### src/rtl/eth_tx_frame_arbiter.sv
// Frame-atomic round-robin arbiter feeding a single 8-bit AXI-stream GMII transmitter input.
// Oversize frames are cut at MAX_FRAME_LENGTH with tlast/tuser forced, and the rest of the source frame is discarded.
`timescale 1ns/1ps

module eth_tx_frame_arbiter #(
    parameter int PORTS            = 2,
    parameter int MAX_FRAME_LENGTH = 1518
) (
    input  logic               clk,
    input  logic               rst,
    input  logic [PORTS*8-1:0] s_axis_tdata,
    input  logic [PORTS-1:0]   s_axis_tvalid,
    output logic [PORTS-1:0]   s_axis_tready,
    input  logic [PORTS-1:0]   s_axis_tlast,
    input  logic [PORTS-1:0]   s_axis_tuser,
    output logic [7:0]         m_axis_tdata,
    output logic               m_axis_tvalid,
    input  logic               m_axis_tready,
    output logic               m_axis_tlast,
    output logic               m_axis_tuser,
    input  logic               tx_enable,
    output logic               busy,
    output logic [1:0]         grant_id,
    output logic               frame_done,
    output logic               frame_trunc
);

    typedef enum logic [1:0] {
        IDLE   = 2'd0,
        ACTIVE = 2'd1,
        DROP   = 2'd2
    } state_t;

    localparam logic [15:0] LIMIT_CNT = 16'(MAX_FRAME_LENGTH - 1);
    localparam logic [1:0]  LAST_PORT = 2'(PORTS - 1);

    state_t      state, state_next;
    logic [1:0]  grant, grant_next;
    logic [1:0]  last_grant, last_grant_next;
    logic [15:0] byte_cnt, byte_cnt_next;

    logic [7:0]       g_data;
    logic             g_valid;
    logic             g_last;
    logic             g_user;
    logic [PORTS-1:0] g_mask;
    logic             req_found;
    logic [1:0]       req_port;
    logic             at_limit;

    // Source signals of the currently granted port.
    always_comb begin
        // NOTE: every signal written here gets a default first, so no latch can be inferred.
        g_data  = '0;
        g_valid = 1'b0;
        g_last  = 1'b0;
        g_user  = 1'b0;
        g_mask  = '0;
        for (int i = 0; i < PORTS; i++) begin
            if (grant == 2'(i)) begin
                g_data    = s_axis_tdata[8*i +: 8];
                g_valid   = s_axis_tvalid[i];
                g_last    = s_axis_tlast[i];
                g_user    = s_axis_tuser[i];
                g_mask[i] = 1'b1;
            end
        end
    end

    // Round-robin: first requester scanning last_grant+1, last_grant+2, ... modulo PORTS.
    always_comb begin
        req_found = 1'b0;
        req_port  = '0;
        for (int k = 1; k <= PORTS; k++) begin
            for (int i = 0; i < PORTS; i++) begin
                if (!req_found && (i == (int'(last_grant) + k) % PORTS) && s_axis_tvalid[i]) begin
                    req_found = 1'b1;
                    req_port  = 2'(i);
                end
            end
        end
    end

    assign at_limit = (byte_cnt == LIMIT_CNT);

    always_comb begin
        state_next      = state;
        grant_next      = grant;
        last_grant_next = last_grant;
        byte_cnt_next   = byte_cnt;
        s_axis_tready   = '0;
        m_axis_tdata    = '0;
        m_axis_tvalid   = 1'b0;
        m_axis_tlast    = 1'b0;
        m_axis_tuser    = 1'b0;
        frame_done      = 1'b0;
        frame_trunc     = 1'b0;

        unique case (state)
            IDLE: begin
                if (tx_enable && req_found) begin
                    grant_next    = req_port;
                    byte_cnt_next = '0;
                    state_next    = ACTIVE;
                end
            end
            ACTIVE: begin
                // The truncation override only ever touches the byte at the length limit.
                m_axis_tdata  = g_data;
                m_axis_tvalid = g_valid;
                m_axis_tlast  = g_last || at_limit;
                m_axis_tuser  = g_user || (at_limit && !g_last);
                s_axis_tready = g_mask & {PORTS{m_axis_tready}};
                if (g_valid && m_axis_tready) begin
                    byte_cnt_next = byte_cnt + 16'd1;
                    if (g_last) begin
                        frame_done      = 1'b1;
                        last_grant_next = grant;
                        state_next      = IDLE;
                    end else if (at_limit) begin
                        frame_done  = 1'b1;
                        frame_trunc = 1'b1;
                        state_next  = DROP;
                    end
                end
            end
            DROP: begin
                s_axis_tready = g_mask;
                if (g_valid && g_last) begin
                    last_grant_next = grant;
                    state_next      = IDLE;
                end
            end
            default: state_next = IDLE;
        endcase
    end

    always_ff @(posedge clk) begin
        // NOTE: sequential state uses non-blocking assignments so every register sees pre-edge values.
        if (rst) begin
            state      <= IDLE;
            grant      <= '0;
            last_grant <= LAST_PORT;
            byte_cnt   <= '0;
        end else begin
            state      <= state_next;
            grant      <= grant_next;
            last_grant <= last_grant_next;
            byte_cnt   <= byte_cnt_next;
        end
    end

    assign busy     = (state != IDLE);
    assign grant_id = grant;

endmodule

### config.mk
export PLATFORM = sky130hd
export DESIGN_NAME = eth_tx_frame_arbiter
export DESIGN_NICKNAME = d
export VERILOG_FILES = /design/src/rtl/eth_tx_frame_arbiter.sv
export SDC_FILE = /design/constraint.sdc
export NUM_CORES = 1
export LEC_CHECK = 0
export BUFFER_PORTS_ARGS = -buffer_cell sky130_fd_sc_hd__buf_2
export CORE_MARGIN = 4
export CORE_UTILIZATION = 35
export CTS_BUF_LIST = sky130_fd_sc_hd__clkbuf_2 sky130_fd_sc_hd__clkbuf_4 sky130_fd_sc_hd__clkbuf_8
export CTS_CLUSTER_DIAMETER = 30
export DETAILED_ROUTE_END_ITERATION = 16
export HOLD_SLACK_MARGIN = 0.06
export PLACE_DENSITY = 0.64
export SLEW_MARGIN = 20
export SYNTH_ARGS = -nofsm -noshare
export SYNTH_HDL_FRONTEND = slang
export SYNTH_SLANG_ARGS = --single-unit
### constraint.sdc
create_clock -name clk -period 2.5 [get_ports clk]
set_input_delay 0.5 -clock clk [delete_from_list [all_inputs] [get_ports clk]]
set_output_delay 0.5 -clock clk [all_outputs]
set_load 0.01 [all_outputs]
==> summary.txt, run 1 <==
Layout
  • Most frequent cells in the layout: sky130_fd_sc_hd__buf_2, sky130_fd_sc_hd__nor2_1, sky130_fd_sc_hd__dfxtp_1
  • Antenna fix cells: 0
  • Post-layout nets: 250
  • Reg area: 404.1 µm²
  • Layout Cell Area excl Fill: 0.001769 mm²
  • Number of fill cells: 386
  • Combined area of the multi-input logic cells: 927.1 µm²
  • Post-route core utilization: 47.61%
  • Proportion of layout cells with a drive suffix above 1: 30.73%
  • Leading cell type in the layout, fill and taps excluded: sky130_fd_sc_hd__buf_2
  • Synthesis-to-finish area growth: 29.49%

Floorplan
  • Number of top-level pins: 44
  • DIE WIDTH: 70.48 µm
  • Initial core utilization: 36.77%
  • Row count: 22
  • Die Outline Area: 0.004967 mm²
  • Height of the die: 70.48 µm
  • Std-Cell Core Area: 0.003716 mm²

Drt
  • Total via count in the routed design: 1,368
  • Routed via count divided by cell count: 5.143
  • Drt first pass iters: 4
  • DRC violations left: 0
  • Antenna violation net count after detailed routing: 0
  • Post-DR wirelength/cell: 13.17 µm
  • Total routed wirelength: 3504 µm
  • Detailed Route Iter0 Violations: 53

Placement
  • HPWL Detailed: 2575 µm
  • Final weighted congestion in routability-driven placement: 0.8409
  • Pre-CTS worst setup slack: 148.8 ps
  • Count of port buffers added during placement: 42
  • Placed cell areas: 0.001643 mm²

Clock tree
  • Cell at the root of the clock tree: sky130_fd_sc_hd__clkbuf_8
  • Quantity of hold-fixing buffers added after cts: 0
  • Clock Sinks: 20
  • Total clock buffers created by CTS: 3
  • Clock tree from TritonCTS: yes
  • Clk slew on worst S/H paths: 80 ps
  • H-tree Lvls: 1
  • Bufs on Longest Clock Path: 2
  • Clock latency on the worst-skew pair: 260 ps

Yosys
  • Sequential area share after synthesis: 29.30%
  • Cell taking the most area after synthesis: sky130_fd_sc_hd__dfxtp_1
  • Count of cell types in the netlist: 46
  • Number of cells produced by synthesis: 170
  • Async S/R FF share, synth: 0%
  • Post-Syn Nets: 201
  • Top flip-flop cell by instance count after synthesis: sky130_fd_sc_hd__dfxtp_1
  • Area share of the largest cell type after synthesis: 29.30%
  • Number of enable-type register cells in the synthesized netlist: 0
  • Mapped cell area: 0.001366 mm²
  • Yosys reg bits: 20
  • Avg Inst Size Synth: 8.037 µm²
  • Top area cells in the synthesized netlist: sky130_fd_sc_hd__dfxtp_1, sky130_fd_sc_hd__mux2i_1, sky130_fd_sc_hd__nor2_1
  • Warnings, synthesis: 0

Flow run
  • Max-cap violation count: 0

Timing
  • Setup slack after layout: -78.90 ps
  • Achievable frequency: 0.3878 GHz
  • Fin. max-slew vios: 0
  • Final critical delay including setup and external delays: 2579 ps
  • Unrepaired setup endpoints after global routing: yes
  • Endpoints failing setup: 3
  • Post-route clock skew: 7.667 ps
  • Fin. Hold Viols: 0
  • Final worst-path cycle share: 103.2%

Critical path
  • Register-to-Register Setup Slack: 270 ps
  • Highest fanout seen on the critical path: 4
  • Critical path capture point type: primary output
  • RR Endpoint: state[1]
  • Startpoint types: flip-flop
  • Depth of the worst register-to-register path: 6
  • Critical Path RT: 2000 ps
  • Category of the most critical setup path: flip-flop to primary output
  • Arrival time worst endpoint: 2080 ps
  • Reg2reg start: byte_cnt[11]

Pwr
  • Share of total power in the clock network: 36.7%
  • P_sw: 0.2571 mW
  • Logic pwr share: 25.6%
  • Leakage: 0.7680 nW
  • Register share of total power: 37.7%
  • Power per standard cell area: 508.2 mW/mm²
  • Internal power: 0.6420 mW
  • Power consumption: 0.8991 mW
  • Proportion of total power due to net switching: 28.60%
  • Maximum resistive drop on vdd: 0.4123 mV

Min path
  • Worst Hold Depth: 2
  • Sink of the worst hold path: byte_cnt[1]
  • Startpoint of the most critical hold path: rst
  • HP Class: input pin to flip-flop

Global route
  • All-Layer GR Usage: 14.20%
  • Pin count of the biggest net entering global routing: 16
  • GRT overflow: 0
  • Via count of the first global-routing pass: 1,313
  • First-pass GRT wire length: 5851 µm
  • Initial antenna violation count: 0

Status
  • Violations in the final reports: setup timing
  • Outcome: complete, but fails checks
-- critical path, stage by stage (launching register included) --
cell and delay, ps:
sky130_fd_sc_hd__dfxtp_2 330, sky130_fd_sc_hd__or4_4 520, sky130_fd_sc_hd__or4_4 530, sky130_fd_sc_hd__a21boi_2 180
sky130_fd_sc_hd__nor2b_1 130, sky130_fd_sc_hd__buf_2 130
-- state kept, by name, indices dropped and copies added (netlist names) --
register    count
byte_cnt       16
state           2
grant_id        1
last_grant      1
-- layout make-up --
cell class	count	share of cell area [%]
Multi-Input combinational cell	137	52.40
Sequential cell	20	22.84
Timing Repair Buffer	51	16.05
Tap cell	48	3.395
Clock buffer	3	2.334
Clock inverter	1	1.697
Inverter	6	1.273
-- metal layers --
metal  vias to the layer above  GRT usage (%)  wire length, µm
met4                         0          6.596               53
li1                        701              -                -
met5                         -              0                0
met2                        43          24.43             1747
met3                         4          1.871              138
met1                       620          17.30             1564
-- cell families (layout without fill, tap and decap cells) --
| logic type | after synthesis | count (layout) | share of synthesized area, % |
|---|---|---|---|
| multiplexers | 12 | 12 | 8.883 |
| AND/OR/NAND/NOR | 82 | 82 | 32.14 |
| XOR/XNOR | 15 | 15 | 9.616 |
| AO/OA/AOI/OAI | 22 | 22 | 11.26 |
| other | 1 | 1 | 0.2745 |
| buffers and inverters | 13 | 61 | 3.937 |
| flip-flops | 20 | 20 | 29.30 |
| adder cells (fa/ha/maj) | 5 | 5 | 4.579 |
-- power groups by stage --
stage / combinational, mW / clock (mW) / sequential [mW]
finish: 0.230 / 0.330 / 0.339
global route: 0.254 / 0.348 / 0.341
CTS: 0.226 / 0.335 / 0.339
detailed placement: 0.224 / 0 / 0.346
global placement: 0.223 / 0 / 0.346
floorplan: 0.146 / 0 / 0.342
-- stage by stage --
| step | TNS, ps | cells | hold slack (ps) |
|---|---|---|---|
| after global placement | 0 | 258 | 470.6 |
| after floorplan | 0 | 170 | 444.1 |
| final | -163.0 | 266 | 481.3 |
| after CTS | -139.1 | 265 | 471.1 |
| after global routing | -409.8 | 266 | 489.2 |
| after detailed placement | 0 | 258 | 482.8 |
-- how the worst max path moves through the flow --
stage | from | endpoint | slack (ps) | cells after the start
6_report | byte_cnt[11] | frame_done | -80 | 5
5_1_grt | byte_cnt[11] | frame_done | -140 | 5
4_1_cts | byte_cnt[11] | frame_done | -70 | 5
3_5_place_dp | byte_cnt[4] | frame_done | 150 | 5
3_3_place_gp | byte_cnt[4] | frame_done | 170 | 5
2_1_floorplan | byte_cnt[11] | frame_done | 60 | 4
-- Yosys cell counts, types with 3 or more instances --
cell type and number:
sky130_fd_sc_hd__a21oi_1 7, sky130_fd_sc_hd__and3_1 3, sky130_fd_sc_hd__clkbuf_1 4, sky130_fd_sc_hd__dfxtp_1 20, sky130_fd_sc_hd__ha_1 5, sky130_fd_sc_hd__inv_1 6, sky130_fd_sc_hd__mux2i_1 11, sky130_fd_sc_hd__nand2_1 9
sky130_fd_sc_hd__nand3_1 7, sky130_fd_sc_hd__nand4_1 8, sky130_fd_sc_hd__nor2_1 23, sky130_fd_sc_hd__nor2b_1 9, sky130_fd_sc_hd__nor3_1 4, sky130_fd_sc_hd__nor4_1 6, sky130_fd_sc_hd__xnor2_1 9, sky130_fd_sc_hd__xor2_1 6
-- what timing repair did --
action,4_1_cts,5_1_grt
pin swaps,2,2
setup buffers,3,1
gates resized for setup,7,2
endpoints found under the setup margin,4,4
No activity file was read; power rests on OpenSTA's default activity.
==> run 2: changes to the inputs <==
CTS_CLUSTER_SIZE = 20   (was unset)
TNS_END_PERCENT = 50   (was unset)
==> run 2 against run 1 <==
  * The flow still finishes with violations (setup timing)
  * Flip-flop and latch count is the same
  * Sequential power is essentially flat
  * Largest cell class unchanged
  * Worst hold slack lost 1.3 ps
  * Maximum frequency is essentially flat
  * Sequential share of layout area is the same
==> summary.txt, run 2 (synthesis gave the netlist of run 1 again) <==
Status
  • Outcome: complete, but fails checks
  • Violations in the final reports: setup timing

Pwr
  • Share of total power in the clock network: 36.7% (about the same)
  • Power per standard cell area: 508.5 mW/mm² (about the same)
  • Internal power: 0.6420 mW (about the same)
  • Logic pwr share: 25.6% (about the same)
  • Register share of total power: 37.7% (about the same)
  • P_sw: 0.2577 mW (+0.22%)
  • Maximum resistive drop on vdd: 0.4123 mV (about the same)
  • Leakage: 0.7680 nW (unchanged)
  • Proportion of total power due to net switching: 28.64% (+0.044 points)

Timing
  • Fin. Hold Viols: 0 (unchanged)
  • Final critical delay including setup and external delays: 2579 ps (-0.3202 ps)
  • Unrepaired setup endpoints after global routing: yes
  • Fin. max-slew vios: 0 (unchanged)
  • Final worst-path cycle share: 103.1% (about the same)
  • Post-route clock skew: 7.846 ps (+0.1797 ps)
  • Setup slack after layout: -78.58 ps (+0.3202 ps)
  • Achievable frequency: 0.3878 GHz (about the same)
  • Endpoints failing setup: 3 (unchanged)

Global route
  • All-Layer GR Usage: 14.20% (unchanged)
  • First-pass GRT wire length: 5851 µm (unchanged)
  • Initial antenna violation count: 0 (unchanged)
  • GRT overflow: 0 (unchanged)
  • Via count of the first global-routing pass: 1,313 (unchanged)
  • Pin count of the biggest net entering global routing: 16 (unchanged)

Min path
  • Worst Hold Depth: 2 (unchanged)
  • HP Class: input pin to flip-flop

Clock tree
  • Clock Sinks: 20 (unchanged)
  • Clk slew on worst S/H paths: 80 ps (about the same)
  • Bufs on Longest Clock Path: 2 (unchanged)
  • Clock tree from TritonCTS: yes
  • Quantity of hold-fixing buffers added after cts: 0 (unchanged)
  • Clock latency on the worst-skew pair: 260 ps (about the same)
  • H-tree Lvls: 1 (unchanged)
  • Cell at the root of the clock tree: sky130_fd_sc_hd__clkbuf_8
  • Total clock buffers created by CTS: 3 (unchanged)

Placement
  • HPWL Detailed: 2575 µm (unchanged)
  • Count of port buffers added during placement: 42 (unchanged)
  • Final weighted congestion in routability-driven placement: 0.8409 (unchanged)
  • Pre-CTS worst setup slack: 148.8 ps (unchanged)

Critical path
  • Category of the most critical setup path: flip-flop to primary output
  • List of cells traversed by the critical path: or4_4 -> or4_4 -> a21boi_2 -> nor2b_1 -> buf_2
  • Number of logic stages on the critical path including buffering: 5 (unchanged)
  • Cell mode on critical path: sky130_fd_sc_hd__or4_4
  • Critical path's top delay family: simple AND/OR/NAND/NOR gates
  • Highest-delay cell along the critical path: sky130_fd_sc_hd__or4_4
  • Startpoint types: flip-flop
  • Critical path capture point type: primary output
  • Highest fanout seen on the critical path: 4 (unchanged)
  • Critical Path RT: 2000 ps (about the same)
  • Delay of the slowest critical-path stage: 530 ps (about the same)
  • Depth of the worst register-to-register path: 6 (unchanged)
  • Arrival time worst endpoint: 2080 ps (about the same)
  • Worst Path Buf+Inv: 1 (unchanged)

Layout
  • Leading cell type in the layout, fill and taps excluded: sky130_fd_sc_hd__buf_2
  • Largest register FFs: 16 (unchanged)
  • Post-route core utilization: 47.61% (unchanged)
  • Most frequent cells in the layout: sky130_fd_sc_hd__buf_2, sky130_fd_sc_hd__nor2_1, sky130_fd_sc_hd__dfxtp_1
  • Post-layout nets: 250 (unchanged)
  • Proportion of layout cells with a drive suffix above 1: 30.73% (unchanged)
  • Antenna fix cells: 0 (unchanged)
  • Combined area of the multi-input logic cells: 927.1 µm² (unchanged)
  • Largest register by flop count: byte_cnt
  • Reg area: 404.1 µm² (unchanged)
  • Number of fill cells: 386 (unchanged)
  • Synthesis-to-finish area growth: 29.49% (unchanged)
  • Registers with the most flip-flops: byte_cnt x16, state x2

Drt
  • Total via count in the routed design: 1,364 (-0.29%)
  • Drt first pass iters: 4 (unchanged)
  • Post-DR wirelength/cell: 13.17 µm (unchanged)
  • Detailed Route Iter0 Violations: 47 (-11%)
  • Routed via count divided by cell count: 5.128 (-0.29%)
  • DRC violations left: 0 (unchanged)
  • Total routed wirelength: 3504 µm (unchanged)
  • Antenna violation net count after detailed routing: 0 (unchanged)

Floorplan
  • Initial core utilization: 36.77% (unchanged)
  • Die Outline Area: 0.004967 mm² (unchanged)
  • Number of top-level pins: 44 (unchanged)
  • Height of the die: 70.48 µm (unchanged)
  • Std-Cell Core Area: 0.003716 mm² (unchanged)
  • DIE WIDTH: 70.48 µm (unchanged)
  • Row count: 22 (unchanged)

Flow run
  • Max-cap violation count: 0 (unchanged)
[run 2: cell type report]
cell class / instances / area share, %
clock buffers: 3 / 2.334
clock inverters: 1 / 1.697
inverters: 6 / 1.273
multi-input cells: 137 / 52.40
flip-flops and latches: 20 / 22.84
well taps: 48 / 3.395
repair buffers: 51 / 16.05
[run 2: repair_timing]
item / CTS / global route
pin swaps: 2 / 2
setup buffers: 3 / 1
gates resized for setup: 7 / 3
endpoints found under the setup margin: 4 / 4
[run 2: path summary, 6_finish.rpt]
check | start | to | slack (ps)
worst min-delay path | rst | byte_cnt[1] | 480
worst min register to register | last_grant[0] | last_grant[0] | 500
worst max-delay path | byte_cnt[11] | frame_done | -80
worst max register to register | byte_cnt[11] | state[1] | 270
[run 2: power groups by stage]
stage	clock [mW]	sequential, mW	combinational (mW)
3_5_place_dp	0	0.346	0.224
5_1_grt	0.348	0.341	0.254
6_report	0.330	0.339	0.231
2_1_floorplan	0	0.342	0.146
3_3_place_gp	0	0.346	0.223
4_1_cts	0.335	0.339	0.226
[run 2: metal layers]
layer  vias up  routed length, µm  global-route usage (%)
met5         -                  0                       0
met4         0                 53                   6.596
met3         4                128                   1.871
met2        38               1746                   24.43
met1       620               1576                   17.30
li1        702                  -                       -
[run 2: metrics by stage]
step | std cells | hold slack, ps | TNS, ps | power, mW | instance area, µm²
after CTS | 265 | 471.1 | -139.1 | 0.8994 | 1752
final | 266 | 480.0 | -162.0 | 0.8997 | 1769
after global routing | 266 | 489.2 | -409.8 | 0.9422 | 1769
after floorplan | 170 | 444.1 | 0 | 0.4885 | 1366
after global placement | 258 | 470.6 | 0 | 0.5686 | 1643
after detailed placement | 258 | 482.8 | 0 | 0.5700 | 1643
